### config.mk
export PLATFORM = sky130hd
export DESIGN_NAME = ascon_perm_ctrl
export DESIGN_NICKNAME = d
export VERILOG_FILES = /design/src/rtl/ascon_pkg.sv /design/src/rtl/ascon_perm_ctrl_asconp.sv /design/src/rtl/ascon_perm_ctrl.sv
export SDC_FILE = /design/constraint.sdc
export NUM_CORES = 2
export LEC_CHECK = 0
export CAP_MARGIN = 20
export CORE_MARGIN = 8
export CORE_UTILIZATION = 53
export DETAILED_ROUTE_END_ITERATION = 12
export PLACE_DENSITY = 0.89
export SLEW_MARGIN = 0
export SYNTH_ARGS = -nofsm -noshare
export SYNTH_HDL_FRONTEND = slang
export SYNTH_SLANG_ARGS = --single-unit
export TNS_END_PERCENT = 20
### constraint.sdc
create_clock -name clk -period 3.27 [get_ports clk]
set_clock_uncertainty 0.15 [all_clocks]
set_input_delay 0.327 -clock clk [delete_from_list [all_inputs] [get_ports clk]]
set_output_delay 0.327 -clock clk [all_outputs]
set_load 0.01 [all_outputs]
### src/rtl/ascon_pkg.sv
// Shared types and constants for the Ascon permutation controller and round logic.
// No logic of its own; zero latency.
// No handshake; carries the types used by the valid/ready datapath.
package ascon_pkg;

  // Rounds computed per clock by asconp; the controller steps round_cnt by this.
  localparam int UROL = 1;
  // Round constants are indexed 0..11, so a count above this breaks them.
  localparam int MAX_ROUNDS = 12;

  typedef logic [3:0] round_cnt_t;

  typedef enum logic [1:0] {
    IDLE = 2'd0,
    RUN  = 2'd1,
    DONE = 2'd2
  } perm_fsm_t;

  // x0 occupies the most significant word.
  typedef struct packed {
    logic [63:0] x0;
    logic [63:0] x1;
    logic [63:0] x2;
    logic [63:0] x3;
    logic [63:0] x4;
  } ascon_state_t;

  function automatic logic [63:0] ror64(input logic [63:0] x, input int unsigned n);
    return (x >> n) | (x << (64 - n));
  endfunction

endpackage

### src/rtl/ascon_perm_ctrl_asconp.sv
// Combinational Ascon-p: UROL rounds per pass, constant index = 0xC - round_cnt.
// Latency: zero cycles, purely combinational.
// Backpressure: none; the controller decides when the result is registered.
module asconp
  import ascon_pkg::*;
(
  input  ascon_state_t state_in,
  input  round_cnt_t   round_cnt,
  output ascon_state_t state_out
);

  function automatic ascon_state_t round_f(input ascon_state_t s, input logic [7:0] c);
    logic [63:0] x0, x1, x2, x3, x4;
    logic [63:0] t0, t1, t2, t3, t4;
    x0 = s.x0;
    x1 = s.x1;
    x2 = s.x2 ^ {56'd0, c};
    x3 = s.x3;
    x4 = s.x4;
    // Bitsliced 5-bit S-box
    x0 = x0 ^ x4;
    x4 = x4 ^ x3;
    x2 = x2 ^ x1;
    t0 = ~x0 & x1;
    t1 = ~x1 & x2;
    t2 = ~x2 & x3;
    t3 = ~x3 & x4;
    t4 = ~x4 & x0;
    x0 = x0 ^ t1;
    x1 = x1 ^ t2;
    x2 = x2 ^ t3;
    x3 = x3 ^ t4;
    x4 = x4 ^ t0;
    x1 = x1 ^ x0;
    x0 = x0 ^ x4;
    x3 = x3 ^ x2;
    x2 = ~x2;
    // Per-word linear diffusion
    return {x0 ^ ror64(x0, 19) ^ ror64(x0, 28),
            x1 ^ ror64(x1, 61) ^ ror64(x1, 39),
            x2 ^ ror64(x2, 1)  ^ ror64(x2, 6),
            x3 ^ ror64(x3, 10) ^ ror64(x3, 17),
            x4 ^ ror64(x4, 7)  ^ ror64(x4, 41)};
  endfunction

  ascon_state_t s_acc;
  round_cnt_t   idx;

  // Chain UROL rounds; a count of R selects the last R constants of p^12.
  always_comb begin
    s_acc = state_in;
    idx   = 4'hC - round_cnt;
    for (int k = 0; k < UROL; k++) begin
      idx   = 4'hC - round_cnt + 4'(k);
      s_acc = round_f(s_acc, {4'hF - idx, idx});
    end
    state_out = s_acc;
  end

endmodule

### src/rtl/ascon_perm_ctrl.sv
// Owns the 320-bit Ascon state and iterates asconp to complete p^a or p^b.
// Latency: out_valid rises R/UROL cycles after the accept edge.
// Backpressure: result held in DONE until out_ready; in_ready follows out_ready there.
module ascon_perm_ctrl
  import ascon_pkg::*;
#(
  parameter int ROUNDS_A = 12,
  parameter int ROUNDS_B = 6
) (
  input  logic        clk,
  input  logic        rst_n,
  input  logic        in_valid,
  output logic        in_ready,
  input  logic        rounds_sel,
  input  logic [63:0] x0_i,
  input  logic [63:0] x1_i,
  input  logic [63:0] x2_i,
  input  logic [63:0] x3_i,
  input  logic [63:0] x4_i,
  output logic        out_valid,
  input  logic        out_ready,
  output logic [63:0] x0_o,
  output logic [63:0] x1_o,
  output logic [63:0] x2_o,
  output logic [63:0] x3_o,
  output logic [63:0] x4_o,
  output logic        busy
);

  if ((ROUNDS_A % UROL) != 0 || ROUNDS_A > MAX_ROUNDS || ROUNDS_A == 0) begin : g_bad_rounds_a
    $error("ROUNDS_A must be a nonzero multiple of UROL and at most 12");
  end
  if ((ROUNDS_B % UROL) != 0 || ROUNDS_B > MAX_ROUNDS || ROUNDS_B == 0) begin : g_bad_rounds_b
    $error("ROUNDS_B must be a nonzero multiple of UROL and at most 12");
  end

  perm_fsm_t    fsm_q;
  ascon_state_t state_q;
  ascon_state_t state_nxt;
  round_cnt_t   round_cnt_q;
  round_cnt_t   load_cnt;
  logic         out_valid_q;
  logic         busy_q;

  asconp u_asconp (
    .state_in  (state_q),
    .round_cnt (round_cnt_q),
    .state_out (state_nxt)
  );

  assign load_cnt  = rounds_sel ? round_cnt_t'(ROUNDS_B) : round_cnt_t'(ROUNDS_A);
  // Ready in DONE only when the result leaves this cycle, so a new job can overlap the handoff.
  assign in_ready  = (fsm_q == IDLE) || ((fsm_q == DONE) && out_ready);
  assign out_valid = out_valid_q;
  assign busy      = busy_q;
  assign x0_o      = state_q.x0;
  assign x1_o      = state_q.x1;
  assign x2_o      = state_q.x2;
  assign x3_o      = state_q.x3;
  assign x4_o      = state_q.x4;

  // Controller FSM with state register, round counter and registered status outputs.
  always_ff @(posedge clk or negedge rst_n) begin
    if (!rst_n) begin
      fsm_q       <= IDLE;
      state_q     <= '0;
      round_cnt_q <= '0;
      out_valid_q <= 1'b0;
      busy_q      <= 1'b0;
    end else begin
      case (fsm_q)
        IDLE: begin
          if (in_valid) begin
            state_q     <= {x0_i, x1_i, x2_i, x3_i, x4_i};
            round_cnt_q <= load_cnt;
            fsm_q       <= RUN;
            busy_q      <= 1'b1;
          end
        end
        RUN: begin
          state_q     <= state_nxt;
          round_cnt_q <= round_cnt_q - round_cnt_t'(UROL);
          if (round_cnt_q == round_cnt_t'(UROL)) begin
            fsm_q       <= DONE;
            busy_q      <= 1'b0;
            out_valid_q <= 1'b1;
          end
        end
        DONE: begin
          if (out_ready) begin
            out_valid_q <= 1'b0;
            if (in_valid) begin
              state_q     <= {x0_i, x1_i, x2_i, x3_i, x4_i};
              round_cnt_q <= load_cnt;
              fsm_q       <= RUN;
              busy_q      <= 1'b1;
            end else begin
              fsm_q <= IDLE;
            end
          end
        end
        default: begin
          fsm_q       <= IDLE;
          out_valid_q <= 1'b0;
          busy_q      <= 1'b0;
        end
      endcase
    end
  end

endmodule

* Yosys cells after proc, flatten, opt, wreduce, memory -nomap -nowiden *
Index checks and enable logic that the tools add are counted.

storage, ports and cells
  output and inout bits = 323
  word-level logic and storage cells = 89
  bits of input ports = 325
  register bits = 328

operators by class
  add/sub/neg operators = 3
  eq/ne operators = 6
  bitwise operators = 44
  mux-type cells = 19
  reduce and logical (&&, ||, !) cells = 8

operators with widths
  kind                   number
  $xor A64 B64 Y64       21
  $pmux W320 S3          1
  $mux W320              2
  $not A64 Y64           6
  $and A64 B64 Y64       5
  $or A23 B64 Y64        1
  $or A25 B64 Y64        1
  $or A3 B64 Y64         1
  $or A36 B64 Y64        1
  $or A45 B64 Y64        1
  $or A47 B64 Y64        1
  $or A54 B64 Y64        1
  $or A57 B64 Y64        1
  $or A58 B64 Y64        1
  $or A63 B64 Y64        1
  $xor A64 B8 Y64        1
  $mux W4                3
  $pmux W4 S3            1
  $sub A4 B4 Y4 const A  2
  $mux W1                6
  $mux W2                3
  $ne A2 B2 Y1 const B   3
  $pmux W1 S3            2
  $pmux W2 S3            1
  other kinds (11)       13

* Longest topological paths before layout *
  word-level depth = 12
  depth in mapped cells = 12

* Cells and area by module *
Synthesis repeated with hierarchy kept, for this count alone.

second synthesis, totals
  cell total of the unflattened synthesis = 2883
  area, all modules = 30884.6 µm²

by module, submodules not included
  module           area each (µm²)  cells an instance  seq. area each (µm²)  times used
  ascon_perm_ctrl  16233.1          1077               8207.9                1
  asconp           14651.6          1806               0.0                   1

* Worst setup path after synthesis *
No wires, ideal clock.

  kind = reg-to-reg
  start point = register round_cnt_q[0]
  end point = register state_q (netlist bit x3_o[6])
  clock period less this slack = 2840 ps
  data arrival time = 2558 ps
  cell stages (with the launch flop) = 12
  setup slack = 430 ps
  setup time = 133 ps
  cells stage by stage = dfrtp_1 > buf_2 > inv_1 > ha_1 > xor3_1 > inv_1 > ha_1 > xnor2_1 > xnor2_1 > xnor3_1 > nor2_1 > o22ai_1

on the way
  word-level cells in the longest chain between the ends = 9

RTL lines
  element                         line                          text
  from (decl)                     ascon_perm_ctrl.sv:40         round_cnt_t round_cnt_q;
  from (signal assigned)          ascon_perm_ctrl.sv:75         round_cnt_q <= load_cnt;
  from (signal assigned)          ascon_perm_ctrl.sv:82         round_cnt_q <= round_cnt_q - round_cnt_t'(UROL);
  from (signal assigned)          ascon_perm_ctrl.sv:94         round_cnt_q <= load_cnt;
  $sub A4 B4 Y4                   ascon_perm_ctrl_asconp.sv:54  idx = 4'hC - round_cnt + 4'(k);
  $sub A4 B4 Y4                   ascon_perm_ctrl_asconp.sv:55  s_acc = round_f(s_acc, {4'hF - idx, idx});
  $xor A64 B8 Y64                 ascon_perm_ctrl_asconp.sv:17  x2 = s.x2 ^ {56'd0, c};
  $xor A64 B64 Y64                ascon_perm_ctrl_asconp.sv:23  x2 = x2 ^ x1;
  $xor A64 B64 Y64                ascon_perm_ctrl_asconp.sv:31  x2 = x2 ^ t3;
  $xor A64 B64 Y64                ascon_perm_ctrl_asconp.sv:36  x3 = x3 ^ x2;
  $xor A64 B64 Y64 (2 in series)  ascon_perm_ctrl_asconp.sv:42  x3 ^ ror64(x3, 10) ^ ror64(x3, 17),
  $pmux W320 S3                   ascon_perm_ctrl.sv:71         case (fsm_q)
  to (signal assigned)            ascon_perm_ctrl.sv:74         state_q <= {x0_i, x1_i, x2_i, x3_i, x4_i};
  to (signal assigned)            ascon_perm_ctrl.sv:81         state_q <= state_nxt;
  to (signal assigned)            ascon_perm_ctrl.sv:93         state_q <= {x0_i, x1_i, x2_i, x3_i, x4_i};
  to (decl)                       ascon_perm_ctrl.sv:38         ascon_state_t state_q;

No other way between the ends.
A chain may end at the register's enable or synchronous reset.

* Worst setup path after layout *
  start point = register round_cnt_q[0]
  end point = register state_q (netlist bit x0_o[2])

on the way
  word-level cells in the longest chain between the ends = 9

RTL lines
  element                         line                          text
  $sub A4 B4 Y4                   ascon_perm_ctrl_asconp.sv:54
  $xor A64 B8 Y64                 ascon_perm_ctrl_asconp.sv:17
  $xor A64 B64 Y64                ascon_perm_ctrl_asconp.sv:23
  $and A64 B64 Y64                ascon_perm_ctrl_asconp.sv:25  t1 = ~x1 & x2;
  $xor A64 B64 Y64                ascon_perm_ctrl_asconp.sv:29  x0 = x0 ^ t1;
  $xor A64 B64 Y64                ascon_perm_ctrl_asconp.sv:35  x0 = x0 ^ x4;
  $xor A64 B64 Y64 (2 in series)  ascon_perm_ctrl_asconp.sv:39  return {x0 ^ ror64(x0, 19) ^ ror64(x0, 28),
  $pmux W320 S3                   ascon_perm_ctrl.sv:71

No other way between the ends.

==> flow_metrics.env <==
export IMPL_outcome="completed"
export IMPL_core_area_mm2=0.0550
export IMPL_synth_edf_count=0
export IMPL_overflow=0
export IMPL_hpwl_um=125000
export IMPL_crit_arrival_ns=3.37
export IMPL_dieArea_mm2=0.0634
export IMPL_place_area_mm2=0.0387
export IMPL_grt_pass1_vias=29400
export IMPL_synth_net_count=3748
export IMPL_crit_path_start="round_cnt_q[0]$_DFFE_PN0P_"
export IMPL_cap_violations=0
export IMPL_drc=0
export IMPL_synthArstFlopShare_pct=100
export IMPL_wl_per_cell_um=31.3
export IMPL_finalMaxSlewViolations=0
export IMPL_clk_pin_slew_ns=0.06
export IMPL_post_route_period_util_pct=93.6
export IMPL_initial_core_util_pct=53.5
export IMPL_crit_fanout=5
export IMPL_synth_cells=3292
export IMPL_root_buffer="clkbuf_16"
export IMPL_rsz0062_at_grt="false"
export IMPL_area_growth_syn_to_layout_pct=36.8
export IMPL_postCtsHoldBufs=1
export IMPL_drtIter0Drc=3847
export IMPL_hold_viol=0
export IMPL_relSlewSlack_pct=20.8
export IMPL_startpoint_type="flip-flop"
export IMPL_post_cts_repair_setup_buffers=0
export IMPL_rr_endpoint="x0_o[2]$_DFFE_PN0P_"
export IMPL_syn_cell_area_mm2=0.0294
export IMPL_final_cells=4915
export IMPL_fin_area_mm2=0.0403
export IMPL_dp_cells=4832
export IMPL_r2r_start="round_cnt_q[0]$_DFFE_PN0P_"
export IMPL_fin_nets=4586
export IMPL_portBuffers=647
export IMPL_cts_resized=0
export IMPL_grt_pass1_wl_um=214000
export IMPL_synth_ff_type="dfrtp_1"
export IMPL_worst_ep_required_time_ns=3.58
export IMPL_critPathKind="reg2reg"
export IMPL_worstHoldStart="x2_i[58]"
export IMPL_clkLatencyLatePin_ns=0.60
export IMPL_seq_area_frac_synth_pct=27.9
export IMPL_pin_count=648
export IMPL_setup_viol_count_final=0
export IMPL_r2r_slack_ns=0.21
export IMPL_hold_path_class="in2reg"
export IMPL_synth_cell_types=42
export IMPL_post_synth_cell_area_avg_um2=8.94
export IMPL_grt_max_degree=113
export IMPL_drtPass1Iterations=9
export IMPL_routed_wirelength_um=154000
export IMPL_antenna_found_initial=8
export IMPL_die_width_um=252
export IMPL_holdPathEnd="x2_o[58]$_DFFE_PN0P_"
export IMPL_routabilityCongestion=1.09
export IMPL_htree_levels=2
export IMPL_vias_per_cell=6.09
export IMPL_track_usage_pct=46.9
export IMPL_vias=29900
export IMPL_setup_tns_final_ns=0
export IMPL_cts_tree="built"
export IMPL_ys_ff_latch=328
export IMPL_cts_buffers=42
export IMPL_rows=86
export IMPL_endpoint_kind="flip-flop"
export IMPL_yosys_warnings=0
export IMPL_ant_nets=0
export IMPL_period_needed_ns=3.06
export IMPL_hold_slack_ns=0.181
export IMPL_clockBufferDepth=3
export IMPL_die_y_um=252
export IMPL_reg2regPathDepth=10
export IMPL_cts_sinks=328
export IMPL_fmax_mhz=327
export IMPL_worst_pin_slew_ns=1.18
export IMPL_drive_gt1_share_pct=10.1
export IMPL_hold_path_depth=3
==> critical path, cell delays in order, from the launching register on <==
cell     delay (ns)
dfrtp_1        0.42
inv_1          0.09
ha_1           0.23
xnor2_1        0.15
xnor2_1        0.15
ha_1           0.23
xor2_1         0.18
xnor2_1        0.73
xnor3_1        0.45
nand2_1        0.09
a21oi_1        0.07
==> sequential cells by signal, summed over array words and instances, names as in the netlist <==
register / count
x0_o: 64
x2_o: 64
x3_o: 64
fsm_q: 2
busy: 1
round_cnt_q: 4
x1_o: 64
x4_o: 64
out_valid: 1
==> stage by stage <==
| step | worst slack, ns | utilization (%) |
|---|---|---|
| floorplan | 0.430 | - |
| global placement | 0.297 | 70.4 |
| detailed placement | 0.240 | 70.4 |
| CTS | 0.223 | 73.2 |
| global route | 0.0361 | 73.3 |
| finish | 0.208 | 73.3 |
==> worst max path at each step <==
stage	to	slack [ns]
finish	x0_o[2]$_DFFE_PN0P_	0.21
global route	x0_o[38]$_DFFE_PN0P_	0.04
CTS	x0_o[2]$_DFFE_PN0P_	0.22
floorplan	x3_o[6]$_DFFE_PN0P_	0.43
global placement	x0_o[2]$_DFFE_PN0P_	0.30
detailed placement	x0_o[2]$_DFFE_PN0P_	0.24
==> area by class of cell <==
type | instances | area, um2
multi-input cells | 2664 | 20100
inverters | 162 | 608
clock buffers | 56 | 1200
flip-flops and latches | 328 | 8210
clock inverters | 20 | 365
diodes | 5 | 12.5
repair buffers | 932 | 8860
fillers | 4134 | 14700
well taps | 748 | 936
==> cells in the final DEF, fill, tap and decap left out, drive strengths merged, types with 10 or more instances in the layout <==
master | Yosys | layout
xor3 | 12 | 12
nand2 | 304 | 304
maj3 | 31 | 31
nand3 | 17 | 17
o211ai | 17 | 17
a22oi | 58 | 58
dfrtp | 328 | 328
a211oi | 72 | 72
ha | 131 | 131
nor2 | 394 | 394
xnor3 | 104 | 104
a31oi | 11 | 11
clkbuf | 86 | 56
inv | 162 | 163
buf | 52 | 285
mux2 | 18 | 18
xnor2 | 620 | 620
bufinv | 0 | 10
clkdlybuf4s50 | 0 | 646
xor2 | 314 | 314
o21ai | 181 | 181
a21oi | 347 | 347
==> metal layers <==
layer	track usage, %	wire length (um)	share of wire [%]	up-vias
met2	71.4	65700	43	2286
met3	13.6	19400	13	637
met5	0	58	0.038	-
met1	57.0	55000	36	14400
li1	-	-	-	12600
met4	33.0	13900	9.0	8
==> Yosys cell counts (17+ instances only) <==
cell type	instances	area share, %
xnor2_1	582	17
nor2_1	393	5.0
a21oi_1	347	5.9
dfrtp_1	328	28
xor2_1	311	9.3
nand2_1	304	3.9
inv_1	162	2.1
ha_1	131	5.6
o21ai_1	119	2.0
xnor3_1	104	8.0
clkbuf_1	86	1.1
a211oi_1	72	1.8
o21ai_0	62	1.1
a22oi_1	58	1.5
xnor2_2	37	2.0
buf_2	33	0.56
maj3_1	31	1.1
buf_1	17	0.22
nand3_1	17	0.29
o211ai_1	17	0.43
==> cells by family (layout without fill, tap and decap cells) <==
group,after synthesis,in the layout,synth area share (%)
flip-flops,328,328,27.9
buffers and inverters,300,1170,4.00
AO/OA/AOI/OAI,703,703,13.4
multiplexers,23,23,0.914
AND/OR/NAND/NOR,726,726,9.43
adder cells (fa/ha/maj),162,162,6.62
other,0,5,0
XOR/XNOR,1050,1050,37.8
Power is left out: the tool's default activity adds up to more than one toggle a clock period on the data nets, which glitch-free logic cannot reach.
